### config.mk
export PLATFORM = sky130hd
export DESIGN_NAME = systolic_feed_controller_flat
export DESIGN_NICKNAME = d
export VERILOG_FILES = /design/src/rtl/systolic_feed_controller_if.sv /design/src/rtl/systolic_feed_controller.sv /design/src/flat_wrapper.sv
export SDC_FILE = /design/constraint.sdc
export NUM_CORES = 1
export LEC_CHECK = 0
export ABC_AREA = 1
export ABC_CLOCK_PERIOD_IN_PS = 3900
export CAP_MARGIN = 20
export CORE_MARGIN = 3
export CORE_UTILIZATION = 40
export CTS_BUF_LIST = sky130_fd_sc_hd__clkbuf_8
export CTS_CLUSTER_SIZE = 14
export DETAILED_ROUTE_END_ITERATION = 10
export PLACE_DENSITY = 0.69
export SLEW_MARGIN = 20
export SYNTH_ARGS = -nofsm -noshare
export SYNTH_HDL_FRONTEND = slang
export SYNTH_SLANG_ARGS = --single-unit
### constraint.sdc
create_clock -name CLK -period 3.9 [get_ports CLK]
set_input_delay 0.585 -clock CLK [delete_from_list [all_inputs] [get_ports CLK]]
set_output_delay 0.585 -clock CLK [all_outputs]
set_load 0.02 [all_outputs]
### src/rtl/systolic_feed_controller_if.sv
// Command and feeder-side signal bundle for the systolic array sequencer.
// The controller uses the slave modport; the host/feeder side uses master.
interface systolic_feed_controller_if #(
    parameter int N     = 4,
    parameter int K_MAX = 16
);
    localparam int KW = $clog2(K_MAX + 1);
    localparam int IW = $clog2(K_MAX);

    logic            START;
    logic            ABORT;
    logic [KW-1:0]   K_LEN;
    logic            BUSY;
    logic            DONE;
    logic            ERR;
    logic            ARRAY_RST_N;
    logic [N-1:0]    LANE_VALID;
    logic [N*IW-1:0] LANE_IDX;

    modport master (
        output START, ABORT, K_LEN,
        input  BUSY, DONE, ERR, ARRAY_RST_N, LANE_VALID, LANE_IDX
    );

    modport slave (
        input  START, ABORT, K_LEN,
        output BUSY, DONE, ERR, ARRAY_RST_N, LANE_VALID, LANE_IDX
    );
endinterface

### src/rtl/systolic_feed_controller.sv
// Sequencer for an N x N output-stationary systolic array: clears the PE
// accumulators, walks a skewed per-lane operand index wavefront across the
// array edges, waits for the pipeline to drain and then pulses DONE.
// Every output is a register loaded from the next-state values, so the
// outputs line up with the state being entered.
module systolic_feed_controller #(
    parameter int N      = 4,
    parameter int K_MAX  = 16,
    parameter int PE_LAT = 3
) (
    input  logic                      CLK,
    input  logic                      RST_N,
    systolic_feed_controller_if.slave bus
);
    localparam int KW = $clog2(K_MAX + 1);
    localparam int IW = $clog2(K_MAX);
    // Step counter covers both FEED (up to K_MAX+N-2) and DRAIN, and leaves
    // headroom for the i+K lane upper bound so that compare never wraps.
    localparam int TW = $clog2(K_MAX + N + PE_LAT);
    localparam logic [TW-1:0] DRAIN_LAST = TW'(N - 2 + PE_LAT);

    typedef enum logic [1:0] {
        IDLE  = 2'd0,
        CLEAR = 2'd1,
        FEED  = 2'd2,
        DRAIN = 2'd3
    } state_t;

    state_t          state_r, state_s;
    logic [TW-1:0]   t_r, t_s;
    logic [KW-1:0]   k_r, k_s;
    logic            k_ok_s;
    logic [TW-1:0]   feed_last_s;
    logic            err_s, done_s;
    logic [N-1:0]    lane_valid_s;
    logic [N*IW-1:0] lane_idx_s;

    logic            busy_r, done_r, err_r, array_rst_n_r;
    logic [N-1:0]    lane_valid_r;
    logic [N*IW-1:0] lane_idx_r;

    // Qualify the requested inner dimension and find the final FEED step.
    always_comb begin
        k_ok_s      = (bus.K_LEN != {KW{1'b0}}) && (bus.K_LEN <= KW'(K_MAX));
        feed_last_s = TW'(k_r) + TW'(N - 2);
    end

    // Next-state, step counter, latched K and the ERR/DONE pulse requests.
    always_comb begin
        state_s = state_r;
        t_s     = t_r;
        k_s     = k_r;
        err_s   = 1'b0;
        done_s  = 1'b0;
        if (bus.ABORT) begin
            state_s = IDLE;
            t_s     = {TW{1'b0}};
        end else begin
            case (state_r)
                IDLE: begin
                    if (bus.START && k_ok_s) begin
                        state_s = CLEAR;
                        k_s     = bus.K_LEN;
                    end else if (bus.START) begin
                        err_s = 1'b1;
                    end else begin
                        state_s = IDLE;
                    end
                end
                CLEAR: begin
                    state_s = FEED;
                    t_s     = {TW{1'b0}};
                end
                FEED: begin
                    if (t_r == feed_last_s) begin
                        state_s = DRAIN;
                        t_s     = {TW{1'b0}};
                    end else begin
                        t_s = t_r + TW'(1);
                    end
                end
                DRAIN: begin
                    if (t_r == DRAIN_LAST) begin
                        state_s = IDLE;
                        t_s     = {TW{1'b0}};
                        done_s  = 1'b1;
                    end else begin
                        t_s = t_r + TW'(1);
                    end
                end
                default: begin
                    state_s = IDLE;
                    t_s     = {TW{1'b0}};
                end
            endcase
        end
    end

    // Skewed wavefront: lane i is live for steps i .. i+K-1 and shows T-i.
    always_comb begin
        lane_valid_s = {N{1'b0}};
        lane_idx_s   = {(N*IW){1'b0}};
        for (int i = 0; i < N; i++) begin
            if ((state_s == FEED) && (t_s >= TW'(i)) && (t_s < (TW'(i) + TW'(k_s)))) begin
                lane_valid_s[i]        = 1'b1;
                lane_idx_s[i*IW +: IW] = IW'(t_s - TW'(i));
            end else begin
                lane_valid_s[i] = 1'b0;
            end
        end
    end

    // Sequencer state, step counter and latched inner dimension.
    always_ff @(posedge CLK or negedge RST_N) begin
        if (!RST_N) begin
            state_r <= IDLE;
            t_r     <= {TW{1'b0}};
            k_r     <= {KW{1'b0}};
        end else begin
            state_r <= state_s;
            t_r     <= t_s;
            k_r     <= k_s;
        end
    end

    // Output registers, loaded with the values of the state being entered.
    always_ff @(posedge CLK or negedge RST_N) begin
        if (!RST_N) begin
            busy_r        <= 1'b0;
            done_r        <= 1'b0;
            err_r         <= 1'b0;
            array_rst_n_r <= 1'b0;
            lane_valid_r  <= {N{1'b0}};
            lane_idx_r    <= {(N*IW){1'b0}};
        end else begin
            busy_r        <= (state_s != IDLE);
            done_r        <= done_s;
            err_r         <= err_s;
            array_rst_n_r <= (state_s != CLEAR);
            lane_valid_r  <= lane_valid_s;
            lane_idx_r    <= lane_idx_s;
        end
    end

    assign bus.BUSY        = busy_r;
    assign bus.DONE        = done_r;
    assign bus.ERR         = err_r;
    assign bus.ARRAY_RST_N = array_rst_n_r;
    assign bus.LANE_VALID  = lane_valid_r;
    assign bus.LANE_IDX    = lane_idx_r;
endmodule

### src/flat_wrapper.sv
// flat-port wrapper written by rule: the top's interface ports become plain ports
module systolic_feed_controller_flat 
#(
    parameter int N      = 4,
    parameter int K_MAX  = 16,
    parameter int PE_LAT = 3
)
  (CLK, RST_N, bus_START, bus_ABORT, bus_K_LEN, bus_BUSY, bus_DONE, bus_ERR, bus_ARRAY_RST_N, bus_LANE_VALID, bus_LANE_IDX);
  systolic_feed_controller_if #(.N(N), .K_MAX(K_MAX)) bus_i ();
  input  logic CLK;
  input  logic RST_N;
  input wire logic [$bits(bus_i.START)-1:0] bus_START;
  input wire logic [$bits(bus_i.ABORT)-1:0] bus_ABORT;
  input wire logic [$bits(bus_i.K_LEN)-1:0] bus_K_LEN;
  output wire logic [$bits(bus_i.BUSY)-1:0] bus_BUSY;
  output wire logic [$bits(bus_i.DONE)-1:0] bus_DONE;
  output wire logic [$bits(bus_i.ERR)-1:0] bus_ERR;
  output wire logic [$bits(bus_i.ARRAY_RST_N)-1:0] bus_ARRAY_RST_N;
  output wire logic [$bits(bus_i.LANE_VALID)-1:0] bus_LANE_VALID;
  output wire logic [$bits(bus_i.LANE_IDX)-1:0] bus_LANE_IDX;
  assign bus_i.START = bus_START;
  assign bus_i.ABORT = bus_ABORT;
  assign bus_i.K_LEN = bus_K_LEN;
  assign bus_BUSY = bus_i.BUSY;
  assign bus_DONE = bus_i.DONE;
  assign bus_ERR = bus_i.ERR;
  assign bus_ARRAY_RST_N = bus_i.ARRAY_RST_N;
  assign bus_LANE_VALID = bus_i.LANE_VALID;
  assign bus_LANE_IDX = bus_i.LANE_IDX;
  systolic_feed_controller #(.N(N), .K_MAX(K_MAX), .PE_LAT(PE_LAT)) u_core (.CLK(CLK), .RST_N(RST_N), .bus(bus_i));
endmodule
==> metrics.txt, run 1 <==
status=finished, final reports clean; DRT iter0 DRCs=55; DRT Wirelength=4790 µm; first-pass GRT wire length=8560 µm; sequential standard cell area=901 µm²; Die Span X=between 80 and 90 µm; proportion of synthesized flip-flops having asynchronous set or reset=100%; proportion of layout cells with a drive suffix above 1=between 15 and 20%; core area=5710 µm²; vias post-DR=1880; proportion of netlist area held by the largest area contributor=a little under two fifths; max-cap violations=0; count of final setup violators=0; number of H-tree levels=2; final max-slew violation count=0; DIE AREA=between 7000 and 8000 µm²; final-layout setup total negative slack=0 ns; synth warn=0; Max FO, Critical Path=11; dominant synthesized flop cell=dfrtp_1; total grt overflow=0; CTS Buf Count=5; startpoint of the worst-slack reg-to-reg timing path=u_core.state_r[1]; FP Rows=27; HPWL Detailed=3710 µm; number of global-route vias before repair=1858; Initial Utilization=~43%; arrival time at the worst endpoint=3.43 ns; top cells by count, synth=57 x nand2_1, 49 x inv_1, 36 x dfrtp_1; pwr dens=480 nW/µm²; Post-synth EDFFs=0; global router's overall resource usage=between 10% and 20%; sort of element at the start of the critical path=primary input; static leakage=approximately 1.7 nW; filler cell count=526; Reg2Reg Depth=16; area after detailed placement=2850 µm²; GPL Wtd Cong=0.910; antenna fix cells=0; slew margin rel.=69.8%; worst skew pair latency=roughly 0.30 ns; antenna violations before repair=0; Hold Fails Final Rpt=0; maximum resistive drop on vdd=approximately 0.22 mV; PortBufs=32; number of distinct library cells after synthesis=32; area used by multi-input combinational logic=1320 µm²; actual transition at the worst max-transition pin=0.454 ns; drt first pass iters=4; post-synth design cell area=between 2000 and 2500 µm²; post-synthesis sequential area ratio=a little under two fifths; clock transition at the registers of the reported paths=0.08 ns; instance count of the mapped netlist=290; critical path start-end classification=in2reg; cell types occupying the most area after synthesis=dfrtp_1 37%, ha_1 14%, nand2_1 8.8%; clock tree from TritonCTS=built; required time of the critical path=4.12 ns; Sink Count=36; final clock skew=between 0.007 and 0.008 ns; capturing element type of the critical path=flop; number of buffers inserted by hold repair at cts=0; post-route cell area=3010 µm²; CTS max path bufs=2; path class of the lowest-slack min-delay path=reg2reg; signed area change from the synthesized netlist to the final layout=23.2%; leading area contributor after synthesis=dfrtp_1; end point of the critical path=u_core.bus.LANE_IDX[4]; average vias per placed instance=approximately 4.7; number of nets still failing antenna checks after routing=0; CTS Root Cell=clkbuf_8; most frequently used cell type in the post-synthesis netlist=nand2_1; Resized Gates After CTS=0; flop2flop setup slack=1.02 ns; number of DRC violations after detailed routing=0; Ports=33; RSZ-0062 raised after global routing=false; mean instance size in the synthesized netlist=8.42 µm²; DIE HEIGHT=84.1 µm; Post-Synthesis Net Count=326; post-route clock period utilization=82.1%; total number of nets in the final design=365; fin crit period=3.20 ns; launching instance or port of the critical path=bus_ABORT; pin count of the biggest net entering global routing=37; synthesized flop and latch total=36; # Post-CTS Setup Buffers=0; end of the worst register-to-register path=u_core.bus.LANE_IDX[4]; fmax=312 MHz; critical hold path startpoint=u_core.k_r[2]; DR WL/cell=between 10 and 15 µm
==> report_power, final <==
part | switching, mW | internal [mW] | total, mW
Sequential | 0.0288 | 0.408 | 0.436
Combinational | 0.331 | 0.214 | 0.545
Clock | 0.140 | 0.320 | 0.460
Total | 0.500 | 0.941 | 1.44
==> cell usage in the layout, fill, tap and decap left out, types with 4 or more instances in the layout <==
| cell type | n |
|---|---|
| inv_1 | 49 |
| nand3_1 | 17 |
| nand2_1 | 57 |
| a21oi_1 | 5 |
| nand2_2 | 12 |
| xor2_1 | 8 |
| dfrtp_1 | 36 |
| nand4_1 | 5 |
| clkbuf_8 | 5 |
| o21ai_0 | 4 |
| nor2_2 | 9 |
| xnor2_1 | 4 |
| nand2_4 | 10 |
| clkdlybuf4s50_1 | 32 |
| ha_1 | 27 |
| nor2_1 | 23 |
==> cells by family after synthesis <==
logic type | share of synthesized area, %
flops | 36.9
fa+ha+maj | 13.8
simple gates | 30.1
compound gates | 5.18
buf+inv | 8.97
xor+xnor | 4.97
==> final cells by class <==
cell class	count	area share [%]
Multi-Input combinational cell	200	43.9
Sequential cell	36	30.0
Timing Repair Buffer	34	11.2
Inverter	52	6.66
Clock inverter	3	3.00
Tap cell	72	3.00
Clock buffer	5	2.29
==> registers in the layout (all words and copies together), names as in the netlist <==
register                cells
u_core.bus.ERR              1
u_core.bus.BUSY             1
u_core.k_r                  5
u_core.bus.LANE_IDX        16
u_core.bus.LANE_VALID       4
u_core.state_r              2
u_core.bus.DONE             1
u_core.bus.ARRAY_RST_N      1
u_core.t_r                  5
==> critical path, cell delays in order <==
cell,delay [ns]
clkdlybuf4s50_1,0.48
inv_1,0.19
nand2_4,0.10
nor2_8,0.11
nand2_4,0.14
o21ai_0,0.24
inv_1,0.13
ha_1,0.23
nand2_2,0.08
nor2_1,0.05
xor2_1,0.15
ha_1,0.30
a21oi_1,0.17
nand2_1,0.07
nor2_1,0.19
nand2_4,0.10
nor2_2,0.11
==> worst min-delay path by stage <==
| stage | cells after the start | slack [ns] | to |
|---|---|---|---|
| 6_report | 2 | 0.63 | u_core.k_r[2] |
| 5_1_grt | 2 | 0.68 | u_core.k_r[2] |
| 4_1_cts | 2 | 0.64 | u_core.k_r[2] |
| 3_5_place_dp | 2 | 0.62 | u_core.k_r[2] |
| 3_3_place_gp | 2 | 0.62 | u_core.k_r[2] |
| 2_1_floorplan | 0 | 0.29 | u_core.bus.ARRAY_RST_N |
==> stage by stage <==
step | setup slack (ns) | cells | hold slack, ns | power [mW] | util (%)
final | 0.697 | 402 | 0.632 | 1.44 | 52.7
after global routing | 0.361 | 402 | 0.678 | 1.55 | 52.7
after CTS | 0.681 | 402 | 0.640 | 1.46 | 52.7
after detailed placement | 0.404 | 394 | 0.622 | 0.991 | 49.9
after global placement | 0.416 | 394 | 0.615 | 0.982 | 49.9
after floorplan | 0.882 | 290 | 0.289 | 0.855 | -
==> routing by layer <==
metal  up-vias  GRT usage, %  wire [µm]
met5         -             0          0
met3        10          3.75        315
met2        50          25.5       2320
li1        972             -          -
met4         0          6.73        101
met1       848          18.3       2050
No activity file was read; power rests on OpenSTA's default activity.
==> inputs of run 2 (changes only) <==
Settings changed: ABC_CLOCK_PERIOD_IN_PS 3900 to 3030.
Clock period 3.9 ns to 3.03 ns, I/O delays scaled along.
==> run 2 against run 1 <==
Effect of this change:
- sequential power up 29%
- count of clock-buffer cells in the layout unchanged
- worst hold slack worse by 0.052 ns
- flip-flop and latch count unchanged
- via count up 4.8%
- final area up 5.0%
- wire length up 3.5%
- register-to-register slack worse by 0.77 ns
- clock power down 9.8%
- first-iteration DRC count up 36%
- critical path type unchanged
- utilization up 2.7 points
- largest cell class unchanged
- setup slack worse by 0.45 ns
==> metrics.txt, run 2 (same netlist as run 1, synthesis figures left out) <==
status=finished, final reports clean; critical path start-end classification=in2reg; number of H-tree levels=2; number of global-route vias before repair=1983; DIE HEIGHT=84.1 µm; count of final setup violators=0; post-route clock period utilization=91.8%; chain of cells forming the critical path=clkdlybuf4s50_1 -> nor2_2 -> nand3_1 -> nand2_1 -> nand2_2 -> nand2_4 -> nand2_1 -> o21ai_1 -> inv_1 -> ha_1 -> xor2_2 -> a21oi_1 -> a31oi_1 -> ha_1 -> nand2_1 -> o21bai_1 -> inv_1 -> nand2_2 -> nand2_4 -> nor2_2; CP dominant cell by count=nand2_1; number of buffers inserted by hold repair at cts=0; sequential standard cell area=between 900 and 1000 µm²; number of nets still failing antenna checks after routing=0; DRT iter0 DRCs=75; first-pass GRT wire length=about 8500 µm; fraction of power spent switching nets=between 30% and 40%; Initial Utilization=42.8%; logic gate share of total power=between 40% and 50%; CTS max path bufs=2; total grt overflow=0; antenna fix cells=0; internal power component=1.11 mW; fraction of power consumed by sequential logic=31.8%; required time of the critical path=3.21 ns; DRT Wirelength=4960 µm; capturing element type of the critical path=flop; Layout Cells excl Fill=427; arrival time at the worst endpoint=about 3.0 ns; Die Span X=approximately 84 µm; GPL Wtd Cong=between 0.8 and 0.9; most common library cell in the layout ignoring fill and taps=nand2_1; max-cap violations=0; flip-flop count of the largest register after layout=16; DIE AREA=between 7000 and 8000 µm²; standard cell with the maximum stage delay on the critical path=clkdlybuf4s50_1; most used cells in the layout excluding fill and tap cells=56 x nand2_1, 48 x inv_1, 36 x dfrtp_1; clock tree from TritonCTS=built; flop2flop setup slack=0.25 ns; CP peak stage delay=0.43 ns; global router's overall resource usage=14.9%; final max-slew violation count=0; area used by multi-input combinational logic=between 1000 and 1500 µm²; clock transition at the registers of the reported paths=about 0.070 ns; HPWL Detailed=3950 µm; final-layout setup total negative slack=0 ns; number of buffer and inverter instances along the worst setup path=3; vias post-DR=~2000; post-route cell area=3160 µm²; proportion of layout cells with a drive suffix above 1=22.8%; sort of element at the start of the critical path=primary input; core area=5710 µm²; antenna violations before repair=0; pwr dens=558 nW/µm²; end of the worst register-to-register path=u_core.bus.LANE_IDX[3]; fin crit period=between 2 and 3 ns; signed area change from the synthesized netlist to the final layout=29.4%; total number of nets in the final design=390; Hold Fails Final Rpt=0; pin count of the biggest net entering global routing=37; clock network fraction of total power=a little under a quarter; final clock skew=0.00604 ns; CTS Buf Count=5; switching power of the nets=0.656 mW; DR WL/cell=around 12 µm; CTS Root Cell=clkbuf_8; path class of the lowest-slack min-delay path=in2async; static leakage=1.79 nW; fmax=360 MHz; actual transition at the worst max-transition pin=about 0.44 ns; Sink Count=36; Max FO, Critical Path=7; slew margin rel.=between 70% and 80%; Placed Cells incl. Taps=around 410; FP Rows=27; Reg2Reg Depth=15; number of DRC violations after detailed routing=0; drt first pass iters=4; Ports=33; average vias per placed instance=4.61; area after detailed placement=3000 µm²; PortBufs=32; filler cell count=between 500 and 600; worst skew pair latency=approximately 0.29 ns; maximum resistive drop on vdd=roughly 0.24 mV; cell family with the largest share of critical-path delay=simple AND/OR/NAND/NOR gates; startpoint of the worst-slack reg-to-reg timing path=u_core.k_r[1]
-- run 2: layout make-up --
| type | instances | share of cell area, % |
|---|---|---|
| Timing Repair Buffer | 59 | 16.6 |
| Inverter | 52 | 6.46 |
| Multi-Input combinational cell | 200 | 42.1 |
| Tap cell | 72 | 2.85 |
| Clock inverter | 3 | 1.35 |
| Sequential cell | 36 | 28.5 |
| Clock buffer | 5 | 2.18 |
-- run 2: worst max path at each step --
| stage | startpoint | endpoint | slack, ns | depth (start not counted) |
|---|---|---|---|---|
| 2_1_floorplan | bus_K_LEN[3] | u_core.bus.LANE_VALID[3] | 0.14 | 18 |
| 3_3_place_gp | bus_K_LEN[3] | u_core.bus.LANE_IDX[8] | -0.07 | 17 |
| 3_5_place_dp | bus_K_LEN[3] | u_core.bus.LANE_IDX[12] | -0.18 | 18 |
| 4_1_cts | bus_K_LEN[3] | u_core.bus.LANE_IDX[12] | 0.13 | 18 |
| 5_1_grt | bus_K_LEN[3] | u_core.bus.LANE_VALID[3] | -0.01 | 20 |
| 6_report | bus_K_LEN[3] | u_core.bus.LANE_IDX[12] | 0.25 | 20 |
-- run 2: timing repair --
| action | 4_1_cts | 5_1_grt |
|---|---|---|
| resized for setup | 0 | 5 |
| hold endpoints to repair | 0 | 0 |
| setup buffers | 0 | 5 |
| endpoints found under the setup margin | 0 | 18 |
-- run 2: power groups by stage --
stage / clock network (mW) / logic, mW / registers, mW
finish: 0.415 / 0.786 / 0.561
global route: 0.439 / 0.894 / 0.568
CTS: 0.423 / 0.784 / 0.562
detailed placement: 0 / 0.779 / 0.571
global placement: 0 / 0.766 / 0.569
floorplan: 0 / 0.518 / 0.583
-- run 2: layer usage --
layer / global-route usage (%) / up-vias / share of wire [%]
met5: 0 / - / 0
met4: 4.39 / 0 / 0.87
met2: 26.5 / 36 / 51
li1: - / 1023 / -
met1: 17.9 / 908 / 45
met3: 3.16 / 3 / 3.7
-- run 2: stage by stage --
| stage | utilization (%) | hold slack [ns] | power [mW] | setup WS [ns] |
|---|---|---|---|---|
| floorplan | - | 0.159 | 1.10 | 0.142 |
| global placement | 52.5 | 0.668 | 1.34 | -0.0660 |
| detailed placement | 52.5 | 0.680 | 1.35 | -0.182 |
| CTS | 54.5 | 0.593 | 1.77 | 0.128 |
| global route | 55.3 | 0.626 | 1.90 | -0.0147 |
| finish | 55.3 | 0.580 | 1.76 | 0.249 |
-- run 2: worst reg2reg max path, cell delays in order (launching register included) --
cell and delay, ns:
dfrtp_1 0.44, ha_1 0.33, xnor2_1 0.15, nand2_1 0.07, nor2_1 0.11, nand3_2 0.08
nand2_2 0.11, nand3_1 0.16, nand2_2 0.13, clkinvlp_4 0.20, ha_1 0.24, a21oi_1 0.16
o21ai_0 0.09, nor3_1 0.17, nand2_1 0.16, nor2_1 0.12
==> inputs of run 3 (changes only) <==
Settings changed: CORE_UTILIZATION 40 to 50, CTS_CLUSTER_SIZE 14 to 24, PLACE_DENSITY 0.69 to 0.82.
==> run 3 against run 2 <==
Effect of this change:
- cell count down 3.0%
- via count up 1.3%
- die area down 19%
- first-iteration DRC count up 41%
- global-route usage up 4.2 points
- critical path type unchanged
- clock skew down 0.0027 ns
- count of clock-buffer cells in the layout up 2
- maximum frequency down 1.6%
- worst hold slack better by 0.00079 ns
- non-clock buffer count down 5
- final area down 2.0%
==> metrics.txt, run 3 (same netlist as run 1, synthesis figures left out) <==
status=finished, final reports clean; PortBufs=32; signed area change from the synthesized netlist to the final layout=26.8%; sequential standard cell area=about 900 µm²; clock transition at the registers of the reported paths=around 0.07 ns; first-pass GRT wire length=8350 µm; Pwr Total=1.71 mW; Die Span X=75.9 µm; capturing element type of the critical path=flop; flip-flop count of the largest register after layout=16; fin crit period=2.83 ns; final setup slack of the worst path=0.204 ns; HPWL Detailed=about 3900 µm; DR WL/cell=11.9 µm; DRT Wirelength=4940 µm; total grt overflow=0; number of global-route vias before repair=about 1900; pwr dens=551 nW/µm²; proportion of layout cells with a drive suffix above 1=about 21%; arrival time at the worst endpoint=3.05 ns; number of buffer and inverter instances along the worst setup path=4; final-layout setup total negative slack=0 ns; antenna violations before repair=0; slew margin rel.=69.7%; Initial Utilization=53.8%; CTS max path bufs=2; number of nets still failing antenna checks after routing=0; critical path start-end classification=in2reg; core area=about 4500 µm²; static leakage=1.76 nW; drt first pass iters=4; CP dominant cell by count=nand2_4; number of buffers inserted by hold repair at cts=0; area used by multi-input combinational logic=around 1300 µm²; Hold Fails Final Rpt=0; cell family with the largest share of critical-path delay=simple AND/OR/NAND/NOR gates; FP Rows=24; RSZ-0062 raised after global routing=false; number of DRC violations after detailed routing=0; most used cells in the layout excluding fill and tap cells=57 x nand2_1, 48 x inv_1, 36 x dfrtp_1; count of final setup violators=0; flop2flop setup slack=0.27 ns; standard cell with the maximum stage delay on the critical path=clkdlybuf4s50_1; global router's overall resource usage=between 10% and 20%; vias post-DR=approximately 2000; DRT iter0 DRCs=106; GPL Wtd Cong=about 0.83; clock tree from TritonCTS=built; pin count of the biggest net entering global routing=37; dpl ws=-0.152 ns; post-route clock period utilization=93.3%; DIE AREA=5760 µm²; total number of nets in the final design=385; sort of element at the start of the critical path=primary input; maximum resistive drop on vdd=0.238 mV; number of H-tree levels=2; path class of the lowest-slack min-delay path=in2async; final clock skew=0.00334 ns; final max-slew violation count=0; CTS Buf Count=5; actual transition at the worst max-transition pin=between 0.4 and 0.5 ns; Sink Count=36; filler cell count=~350; Hold Slack=0.581 ns; most common library cell in the layout ignoring fill and taps=nand2_1; worst skew pair latency=0.29 ns; antenna fix cells=0; required time of the critical path=3.25 ns; average vias per placed instance=~4.8; fmax=354 MHz; # Post-CTS Setup Buffers=0; Max FO, Critical Path=5; final standard cell utilization of the core=68.2%; Ports=33; DIE HEIGHT=75.9 µm; max-cap violations=0; CTS Root Cell=clkbuf_8; chain of cells forming the critical path=clkdlybuf4s50_1 -> nor2_1 -> nand4_1 -> nand2_2 -> nand2_4 -> buf_4 -> nand2_4 -> o21ai_2 -> buf_4 -> ha_1 -> inv_1 -> nand2_1 -> xor2_1 -> ha_1 -> a21oi_1 -> nand2_1 -> nor2_2 -> nand2_4 -> nor2_2; CP peak stage delay=0.42 ns
## run 3: worst paths after layout
kind                                   start                 endpoint  cells past startpoint
min reg2reg                u_core.state_r[1]          u_core.bus.DONE                      4
max reg2reg                u_core.state_r[1]  u_core.bus.LANE_IDX[14]                     18
max                             bus_K_LEN[3]  u_core.bus.LANE_IDX[14]                     19
min                                    RST_N        u_core.state_r[0]                      2
min in group CLK           u_core.state_r[1]          u_core.bus.DONE                      4
max in group asynchronous              RST_N            u_core.t_r[4]                      2
## run 3: per-stage QoR
step / cells / area (µm²)
after floorplan: 290 / 2440
after global placement: 407 / 2990
after detailed placement: 407 / 2990
after CTS: 414 / 3090
after global routing: 414 / 3090
final: 414 / 3090
## run 3: layout make-up
class	count	area share (%)
clock buffers	7	3.11
inverters	52	6.47
multi-input cells	200	43.0
flip-flops and latches	36	29.1
well taps	65	2.63
repair buffers	54	15.7
## run 3: per-layer routing
| metal | GRT usage (%) | routed length, µm |
|---|---|---|
| met1 | 22.2 | 2110 |
| met2 | 35.3 | 2570 |
| met3 | 3.17 | 186 |
| met4 | 6.02 | 77 |
| met5 | 0 | 0 |
## run 3: report_power, final
group          leakage, nW  switching [mW]  total (mW)  internal, mW
combinational         1.23           0.449       0.784         0.336
sequential           0.479          0.0386       0.564         0.525
clock               0.0503           0.155       0.357         0.202
## run 3: repair_timing
| action | CTS | global route |
|---|---|---|
| resized for setup | 0 | 5 |
| hold endpoints to repair | 0 | 0 |
| endpoints found under the setup margin | 0 | 17 |
## run 3: worst register-to-register path: stages (launching register included)
cell and delay [ns]:
dfrtp_1 0.41, nor2_4 0.23, nand2_4 0.10, nor2_8 0.13, nand2_4 0.08, buf_4 0.14, nand2_4 0.04, o21ai_2 0.07
buf_4 0.14, ha_1 0.20, inv_1 0.07, nand2_1 0.07, xor2_1 0.15, ha_1 0.29, a21oi_1 0.15, nand2_1 0.08
nor2_2 0.16, nand2_4 0.09, nor2_2 0.08
